===== src/rtl/fifo_level_pkg.sv =====
// fifo_level_pkg: default FIFO geometry and the per-cycle operation encoding
// shared by the FIFO core and by the producers and consumers that size against it.
`default_nettype none

package fifo_level_pkg;

   localparam int unsigned FIFO_B_DEFAULT  = 8;
   localparam int unsigned FIFO_W_DEFAULT  = 4;
   localparam int unsigned FIFO_D_DEFAULT  = 1 << FIFO_W_DEFAULT;
   localparam int unsigned FIFO_AE_DEFAULT = 2;
   localparam int unsigned FIFO_AF_DEFAULT = FIFO_D_DEFAULT - 2;

   // Encoding is {do_rd, do_wr} so the cast below is a straight reinterpretation.
   typedef enum logic [1:0] {
      OP_IDLE = 2'b00,
      OP_WR   = 2'b01,
      OP_RD   = 2'b10,
      OP_RW   = 2'b11
   } fifo_op_e;

   function automatic fifo_op_e fifo_op(input logic do_wr, input logic do_rd);
      return fifo_op_e'({do_rd, do_wr});
   endfunction

endpackage

`default_nettype wire


===== src/rtl/fifo_level_reg_file.sv =====
// fifo_level_reg_file: D x B storage array, synchronous write port and
// asynchronous (show-ahead) read port. Contents are intentionally not reset.
`default_nettype none

module fifo_level_reg_file #(
   parameter int B = 8,
   parameter int W = 4
) (
   input  logic         clk,
   input  logic         we,
   input  logic [W-1:0] w_addr,
   input  logic [B-1:0] w_data,
   input  logic [W-1:0] r_addr,
   output logic [B-1:0] r_data
);

   logic [B-1:0] mem_q [2**W];

   always_ff @(posedge clk) begin
      if (we) begin
         mem_q[w_addr] <= w_data;
      end
   end

   assign r_data = mem_q[r_addr];

endmodule

`default_nettype wire


===== src/rtl/fifo_level.sv =====
// fifo_level: synchronous FIFO with occupancy count, almost-empty/almost-full
// thresholds and one-cycle overflow/underflow pulses; all flags are registered.
`default_nettype none

module fifo_level
   import fifo_level_pkg::*;
#(
   parameter int B  = FIFO_B_DEFAULT,
   parameter int W  = FIFO_W_DEFAULT,
   parameter int AE = FIFO_AE_DEFAULT,
   parameter int AF = (2**W) - 2
) (
   input  logic         clk,
   input  logic         reset,
   input  logic         rd,
   input  logic         wr,
   input  logic [B-1:0] w_data,
   output logic [B-1:0] r_data,
   output logic         empty,
   output logic         full,
   output logic         almost_empty,
   output logic         almost_full,
   output logic [W:0]   count,
   output logic         overflow,
   output logic         underflow
);

   localparam logic [W:0] DEPTH_C = (W+1)'(2**W);
   localparam logic [W:0] AE_C    = (W+1)'(AE);
   localparam logic [W:0] AF_C    = (W+1)'(AF);

   logic [W-1:0] w_ptr_q, w_ptr_d;
   logic [W-1:0] r_ptr_q, r_ptr_d;
   logic [W:0]   count_q, count_d;
   logic         empty_q, empty_d;
   logic         full_q, full_d;
   logic         almost_empty_q, almost_empty_d;
   logic         almost_full_q, almost_full_d;
   logic         overflow_q, overflow_d;
   logic         underflow_q, underflow_d;
   logic         do_wr, do_rd;
   fifo_op_e     op;

   // A write into a full FIFO is accepted when a read frees the head slot in
   // the same cycle; a read from an empty FIFO never sees the concurrent write.
   assign do_wr = wr & (~full_q | rd);
   assign do_rd = rd & ~empty_q;
   assign op    = fifo_op(do_wr, do_rd);

   always_comb begin
      w_ptr_d = w_ptr_q;
      r_ptr_d = r_ptr_q;
      count_d = count_q;
      case (op)
         OP_WR: begin
            w_ptr_d = w_ptr_q + W'(1);
            count_d = count_q + (W+1)'(1);
         end
         OP_RD: begin
            r_ptr_d = r_ptr_q + W'(1);
            count_d = count_q - (W+1)'(1);
         end
         OP_RW: begin
            w_ptr_d = w_ptr_q + W'(1);
            r_ptr_d = r_ptr_q + W'(1);
         end
         OP_IDLE: begin
            count_d = count_q;
         end
      endcase

      empty_d        = (count_d == '0);
      full_d         = (count_d == DEPTH_C);
      almost_empty_d = (count_d <= AE_C);
      almost_full_d  = (count_d >= AF_C);
      overflow_d     = wr & full_q & ~rd;
      underflow_d    = rd & empty_q;
   end

   always_ff @(posedge clk or posedge reset) begin
      if (reset) begin
         w_ptr_q        <= '0;
         r_ptr_q        <= '0;
         count_q        <= '0;
         empty_q        <= 1'b1;
         full_q         <= 1'b0;
         almost_empty_q <= 1'b1;
         almost_full_q  <= 1'b0;
         overflow_q     <= 1'b0;
         underflow_q    <= 1'b0;
      end else begin
         w_ptr_q        <= w_ptr_d;
         r_ptr_q        <= r_ptr_d;
         count_q        <= count_d;
         empty_q        <= empty_d;
         full_q         <= full_d;
         almost_empty_q <= almost_empty_d;
         almost_full_q  <= almost_full_d;
         overflow_q     <= overflow_d;
         underflow_q    <= underflow_d;
      end
   end

   fifo_level_reg_file #(
      .B (B),
      .W (W)
   ) u_reg_file (
      .clk    (clk),
      .we     (do_wr),
      .w_addr (w_ptr_q),
      .w_data (w_data),
      .r_addr (r_ptr_q),
      .r_data (r_data)
   );

   assign count        = count_q;
   assign empty        = empty_q;
   assign full         = full_q;
   assign almost_empty = almost_empty_q;
   assign almost_full  = almost_full_q;
   assign overflow     = overflow_q;
   assign underflow    = underflow_q;

endmodule

`default_nettype wire


===== config.mk =====
export PLATFORM = sky130hd
export DESIGN_NAME = fifo_level
export DESIGN_NICKNAME = d
export VERILOG_FILES = /design/src/rtl/fifo_level_pkg.sv /design/src/rtl/fifo_level_reg_file.sv /design/src/rtl/fifo_level.sv
export SDC_FILE = /design/constraint.sdc
export NUM_CORES = 1
export LEC_CHECK = 0
export BUFFER_PORTS_ARGS = -buffer_cell sky130_fd_sc_hd__buf_2
export CAP_MARGIN = 20
export CORE_ASPECT_RATIO = 1.25
export CORE_MARGIN = 3
export CORE_UTILIZATION = 45
export DETAILED_ROUTE_END_ITERATION = 10
export GPL_TIMING_DRIVEN = 1
export PLACE_DENSITY_LB_ADDON = 0.25
export SLEW_MARGIN = 20
export SYNTH_ARGS = -nofsm -noshare
export SYNTH_HDL_FRONTEND = slang
export SYNTH_SLANG_ARGS = --single-unit

===== constraint.sdc =====
create_clock -name clk -period 2.7 [get_ports clk]
set_clock_uncertainty 0.05 [all_clocks]
set_input_delay 0.27 -clock clk [delete_from_list [all_inputs] [get_ports clk]]
set_output_delay 0.27 -clock clk [all_outputs]
set_load 0.05 [all_outputs]

; ---- Yosys cells after proc, flatten, opt, wreduce, memory -nomap -nowiden
; Memory sizes are Yosys's and may differ from the RTL's.
; Cells that the tools add are included.
; Widths: inputs -> output; s select.
[word_totals]
elab_cells = 35
inputBits = 12
regBits = 19
mem_count = 1
ram_bits = 128
latchBits = 0
mem_bits_ro = 0
[mem_list]
columns = name, words, width, read_ports, rd_ports_with_merged_regs, wr, line
row1 = u_reg_file.mem_q, 16, 8, 1, 0, 1, fifo_level_reg_file.sv:17  ; logic [B-1:0] mem_q [2**W];
[op_classes]
mul = 0
eq_ne = 4
reduce_logical = 3
addsub = 4
shifts = 0
muxes = 3
n_div = 0
bitwise_logic = 9
magnitude_cmp = 2
[op_table]
columns = operator, n
row1 = $pmux 5 s2, 1
row2 = $add 4x1->4 const B, 2
row3 = $add 5x1->5 const B, 1
row4 = $and 1x1->1, 5
row5 = $eq 5x5->1 const B, 1
row6 = $ge 5x4->1 const B, 1
row7 = $le 5x2->1 const B, 1
row8 = $logic_not 5->1, 1
row9 = $sub 5x1->5 const B, 1
row10 = $eq 2x2->1 const B, 2
row11 = $reduce_or 2->1, 2
row12 = $not 1->1, 3
row13 = $eq 2x1->1 const B, 1
row14 = $mux 1, 2
row15 = $or 1x1->1, 1

; ---- Longest topological paths before layout
[depth]
word_depth = 6
ltp_mapped = 12
depth_no_buf = 10

; ---- Cells and area by module
; From an unflattened synthesis, not the netlist that was laid out.
[hier_totals]
hier_cells = 305
hier_area_um2 = 5939.4
[by_module_without_submodules]
columns = mod, seq_area_each_um2, cells_per_inst, n_inst, area_per_inst_um2
row1 = fifo_level_reg_file, 3843.7, 221, 1, 4987.3
row2 = fifo_level, 478.0, 84, 1, 952.2

; ---- Worst setup path after synthesis
; Ideal clock, no wire load.
[synth_timing]
kind = register to register
startpoint = register full_q, in the netlist full
endpoint = register full_q, in the netlist full
synth_period_minus_slack_ns = 2.858
setup_ns = 0.105
path_stages_with_launch = 13
path_buffers = 2
setup_slack_ns = -0.158
t_arrival_ns = 2.703
t_required_ns = 2.545
cell_sequence = dfrtp_1 -> nand2b_1 -> and2_1 -> clkbuf_1 -> inv_1 -> ha_1 -> clkbuf_1 -> xor2_1 -> ha_1 -> a21o_1 -> a32oi_1 -> xnor2_1 -> nor4b_1
[synth_via]
elab_chain_len = 6
elab_cells_between_ends = 7
[synth_rtl]
columns = element, line
row1 = "start, declared", fifo_level.sv:36  ; logic full_q, full_d;
row2 = "start signal, assigned", fifo_level.sv:96  ; full_q <= full_d;
row3 = $not 1->1 (*), fifo_level.sv:46  ; assign do_wr = wr & (~full_q | rd);
row4 = $or 1x1->1 (*), fifo_level.sv:46
row5 = $and 1x1->1 (*), fifo_level.sv:46
row6 = $eq 2x2->1 / $eq 2x1->1 (equally long branches), fifo_level.sv:54  ; case (op)
row7 = $pmux 5 s2 (*), fifo_level.sv:54
row8 = named net count_d[4], fifo_level.sv:34  ; logic [W:0] count_q, count_d;
row9 = $eq 5x5->1 (*), fifo_level.sv:73  ; full_d = (count_d == DEPTH_C);
row10 = named net full_d, fifo_level.sv:36
; The timed path passes the listed nets; every way through them passes the cells marked *.
; A chain may end at the register's enable or synchronous reset.

; ---- Worst setup path in the final report
[layout_timing]
startpoint = register r_ptr_q[0]
endpoint = output r_data[1]
[layout_via]
elab_chain_len = 1
[layout_rtl]
columns = element, line
row1 = "start, declared", fifo_level.sv:33  ; logic [W-1:0] r_ptr_q, r_ptr_d;
row2 = "start signal, assigned", fifo_level.sv:93  ; r_ptr_q <= r_ptr_d;
row3 = $mem_v2 16x8, n/a
row4 = "end, declared", fifo_level.sv:18  ; output logic [B-1:0] r_data,
; No other way between the ends.

==> results.py <==
metrics = {
    "global_routing": {
        "grtUsageTotal": 0.1642,
        "first_global_vias": 3056,
        "gr-total-overflow": 0,
        "grt_pass1_wl_mm": 17.46,
        "grt_max_degree": 36,
        "antenna_found_initial": 0,
    },
    "logic_synthesis": {
        "ys_types": 40,
        "ys_seq_elements": 147,
        "synth-edff-count": 128,
        "synth.most_common_cell": "edfxtp_1",
        "synth-seq-area-share": 0.7182,
        "yosysWarnings": 0,
        "async_reset_ff_frac": 0.1293,
        "synth_top_area_frac": 0.6388,
        "syn_avg_cell_area_um2": 20.68,
        "synth_commonest_cells": "edfxtp_1 (128), mux4_1 (30), dfrtp_1 (17), nor2_1 (17), mux4_2 (10)",
        "synthCells": 291,
        "syn_nets": 310,
        "synth_top_cell_by_area": "edfxtp_1",
        "syn_area_mm2": 0.006017,
        "synth_area_leaders": "edfxtp_1 (64%), mux4_1 (13%), dfrtp_1 (7.1%)",
        "ys.flop_type": "edfxtp_1",
    },
    "final_layout": {
        "nFillCells": 1017,
        "area_delta_synth_final_pct": 18.09,
        "diodes": 0,
        "stdcell_count": 525,
        "final_layout_size_suffix_gt1_frac": 0.2885,
        "num-nets-final": 364,
        "postLayoutCoreUtil": 0.5511,
    },
    "pwr": {
        "pwr-share-comb": 0.348,
        "seqPwrFrac": 0.369,
        "clock_power_share": 0.283,
        "p_int_uw": 5587,
        "sw_frac_of_total": 0.3336,
        "p_switching_uw": 2797,
        "finalPower_uw": 8384,
        "irDropWorstVdd_mv": 0.8143,
        "powerDensity_mw_per_mm2": 1180,
        "leakage_uw": 0.002525,
    },
    "detailed_routing": {
        "vias_per_cell": 5.528,
        "drtAntennaViolNets": 0,
        "initialDrtViolationCount": 200,
        "wl_mm": 11.05,
        "drc": 0,
        "drt_first_pass_iters": 4,
        "avgRoutedWirePerCell_um": 21.05,
        "num_vias": 2902,
    },
    "setup_path": {
        "critical_path_class": "register to output pin",
        "critPathMaxFanout": 18,
        "required_ns": 2.38,
        "worst_ep_arrival_time_ns": 2.31,
        "critPathLaunchType": "register",
        "critPathCaptureType": "output pin",
    },
    "floorplan": {
        "ios": 31,
        "die_y_um": 135.3,
        "dieArea_mm2": 0.01480,
        "fp.dieW_um": 109.4,
        "initial_core_util": 0.4667,
        "rows": 46,
        "coreArea_mm2": 0.01289,
    },
    "placement": {
        "dp.cells": 492,
        "dp_hpwl_mm": 7.088,
        "pre_cts_ws_ns": 0.3165,
        "port_buffers": 30,
        "gp_congestion": 0.7725,
    },
    "job": {
        "cap_violations": 0,
    },
    "sta": {
        "fin_crit_ns": 2.630,
        "rsz0062_at_grt": "no",
        "worst_slew_pin_slew_ns": 0.7339,
        "timing.final.ws_setup_ns": 0.07016,
        "final_max_slew_viol_count": 0,
        "tns_ns": 0,
        "setup_viol": 0,
        "relSlewSlack": 0.5102,
        "period_share": 0.9740,
        "hold_viol": 0,
        "fmax_ghz": 0.3803,
    },
    "cts": {
        "cts-root-buf": "clkbuf_16",
        "cts_made_buffers": 17,
        "cts.sinks": 147,
        "cts_tree": "done",
        "cts.clk_slew.worst_paths_ns": 0.06,
        "clock_path_buffers": 2,
        "htreeDepth": 4,
        "worst_skew_pair.late_latency_ns": 0.41,
    },
    "outcome": {
        "status": "finished, final reports clean",
    },
    "min_path": {
        "hp-class": "primary input to register",
    },
}
==> worst paths after layout <==
check	from	end	slack, ns	cells past startpoint
max	r_ptr_q[0]$_DFFE_PP0P_	r_data[1]	0.07	4
min	wr	overflow$_DFF_PP0_	0.05	3
max reg2reg	full$_DFF_PP0_	empty$_DFF_PP1_	0.30	10
min reg2reg	full$_DFF_PP0_	overflow$_DFF_PP0_	0.49	2
max in group asynchronous	reset	r_ptr_q[0]$_DFFE_PP0P_	1.61	3
min in group asynchronous	reset	overflow$_DFF_PP0_	0.48	3
==> cell type report <==
type	count	area (µm²)	share of cell area
multi-input combinational	121	1546	0.2176
inverter	5	18.77	0.002641
sequential	147	4324	0.6086
tap	168	210.2	0.02958
clock buffer	19	432.9	0.06093
timing repair buffer	53	409.1	0.05758
clock inverter	12	163.9	0.02307
==> cells by family (layout without fill, tap and decap cells) <==
kind of cell | count (synthesis) | after routing | share of synthesized area
DFF | 147 | 147 | 0.7182
and+or+nand+nor | 50 | 50 | 0.04512
muxes | 41 | 41 | 0.1703
buffers and inverters | 23 | 89 | 0.02038
AOI/OAI and AO/OA | 12 | 12 | 0.01414
xor gates and xnor gates | 11 | 11 | 0.01726
adders and majority gates | 7 | 7 | 0.01456
==> routing by layer <==
layer | track usage | up-vias | part of all wire
met2 | 0.2661 | 58 | 0.52
met1 | 0.2124 | 1535 | 0.43
li1 | - | 1296 | -
met3 | 0.04578 | 13 | 0.034
met4 | 0.05960 | 0 | 0.015
met5 | 0 | - | 0
==> worst max-delay path, cell delays in order, from the launching register on <==
cell     delay, ns
dfrtp_2       0.41
buf_12        0.20
mux4_1        0.61
mux4_2        0.51
buf_6         0.17
==> state kept, by name, summed over array words and instances, names as in the netlist, 4 cells and up <==
name and cells:
u_reg_file.mem_q 128, count 5, w_ptr_q 4, r_ptr_q 4
==> power groups by stage <==
| stage | Combinational [µW] | Sequential, µW | Clock, µW |
|---|---|---|---|
| after floorplan | 2020 | 3160 | 0 |
| after global placement | 2700 | 3100 | 0 |
| after detailed placement | 2720 | 3130 | 0 |
| after CTS | 2990 | 3090 | 2410 |
| after global routing | 3110 | 3140 | 2510 |
| final | 2920 | 3090 | 2370 |
==> metrics by stage <==
stage / hold slack (ns) / cell area (µm²)
finish: 0.05439 / 7106
global route: 0.05576 / 7106
CTS: 0.03866 / 7142
detailed placement: 0.3956 / 6457
global placement: 0.3932 / 6457
floorplan: 0.1696 / 6020
==> cells in the final DEF (no fill, tap or decap), types with 2 or more instances in the layout <==
cell type,Yosys,final
nor2_1,17,17
xor2_1,3,3
clkinvlp_4,0,2
ha_1,7,7
dfstp_2,2,2
xnor2_1,7,7
and2_1,2,2
clkbuf_16,0,17
dfrtp_1,17,15
nor3_1,5,5
nand2_1,9,9
bufinv_16,0,4
mux4_2,10,17
mux4_1,30,23
edfxtp_1,128,128
buf_2,2,22
nand2b_1,6,6
nor4_1,2,2
a21oi_1,2,2
inv_1,5,5
buf_4,0,20
clkinv_1,0,4
clkbuf_1,9,2
o21ai_0,2,2
buf_12,0,3
buf_6,3,7
dfrtp_2,0,2
nand4_1,2,2
==> what timing repair did <==
action / in CTS / in global routing
resized for setup: 18 / 7
setup buffers: 1 / 0
cloned: 1 / 0
endpoints found under the setup margin: 8 / 8
hold buffers: 1 / 0
endpoints found under the hold margin: 17 / 0
pin swaps: 0 / 0
(Power assumes the default switching activity.)
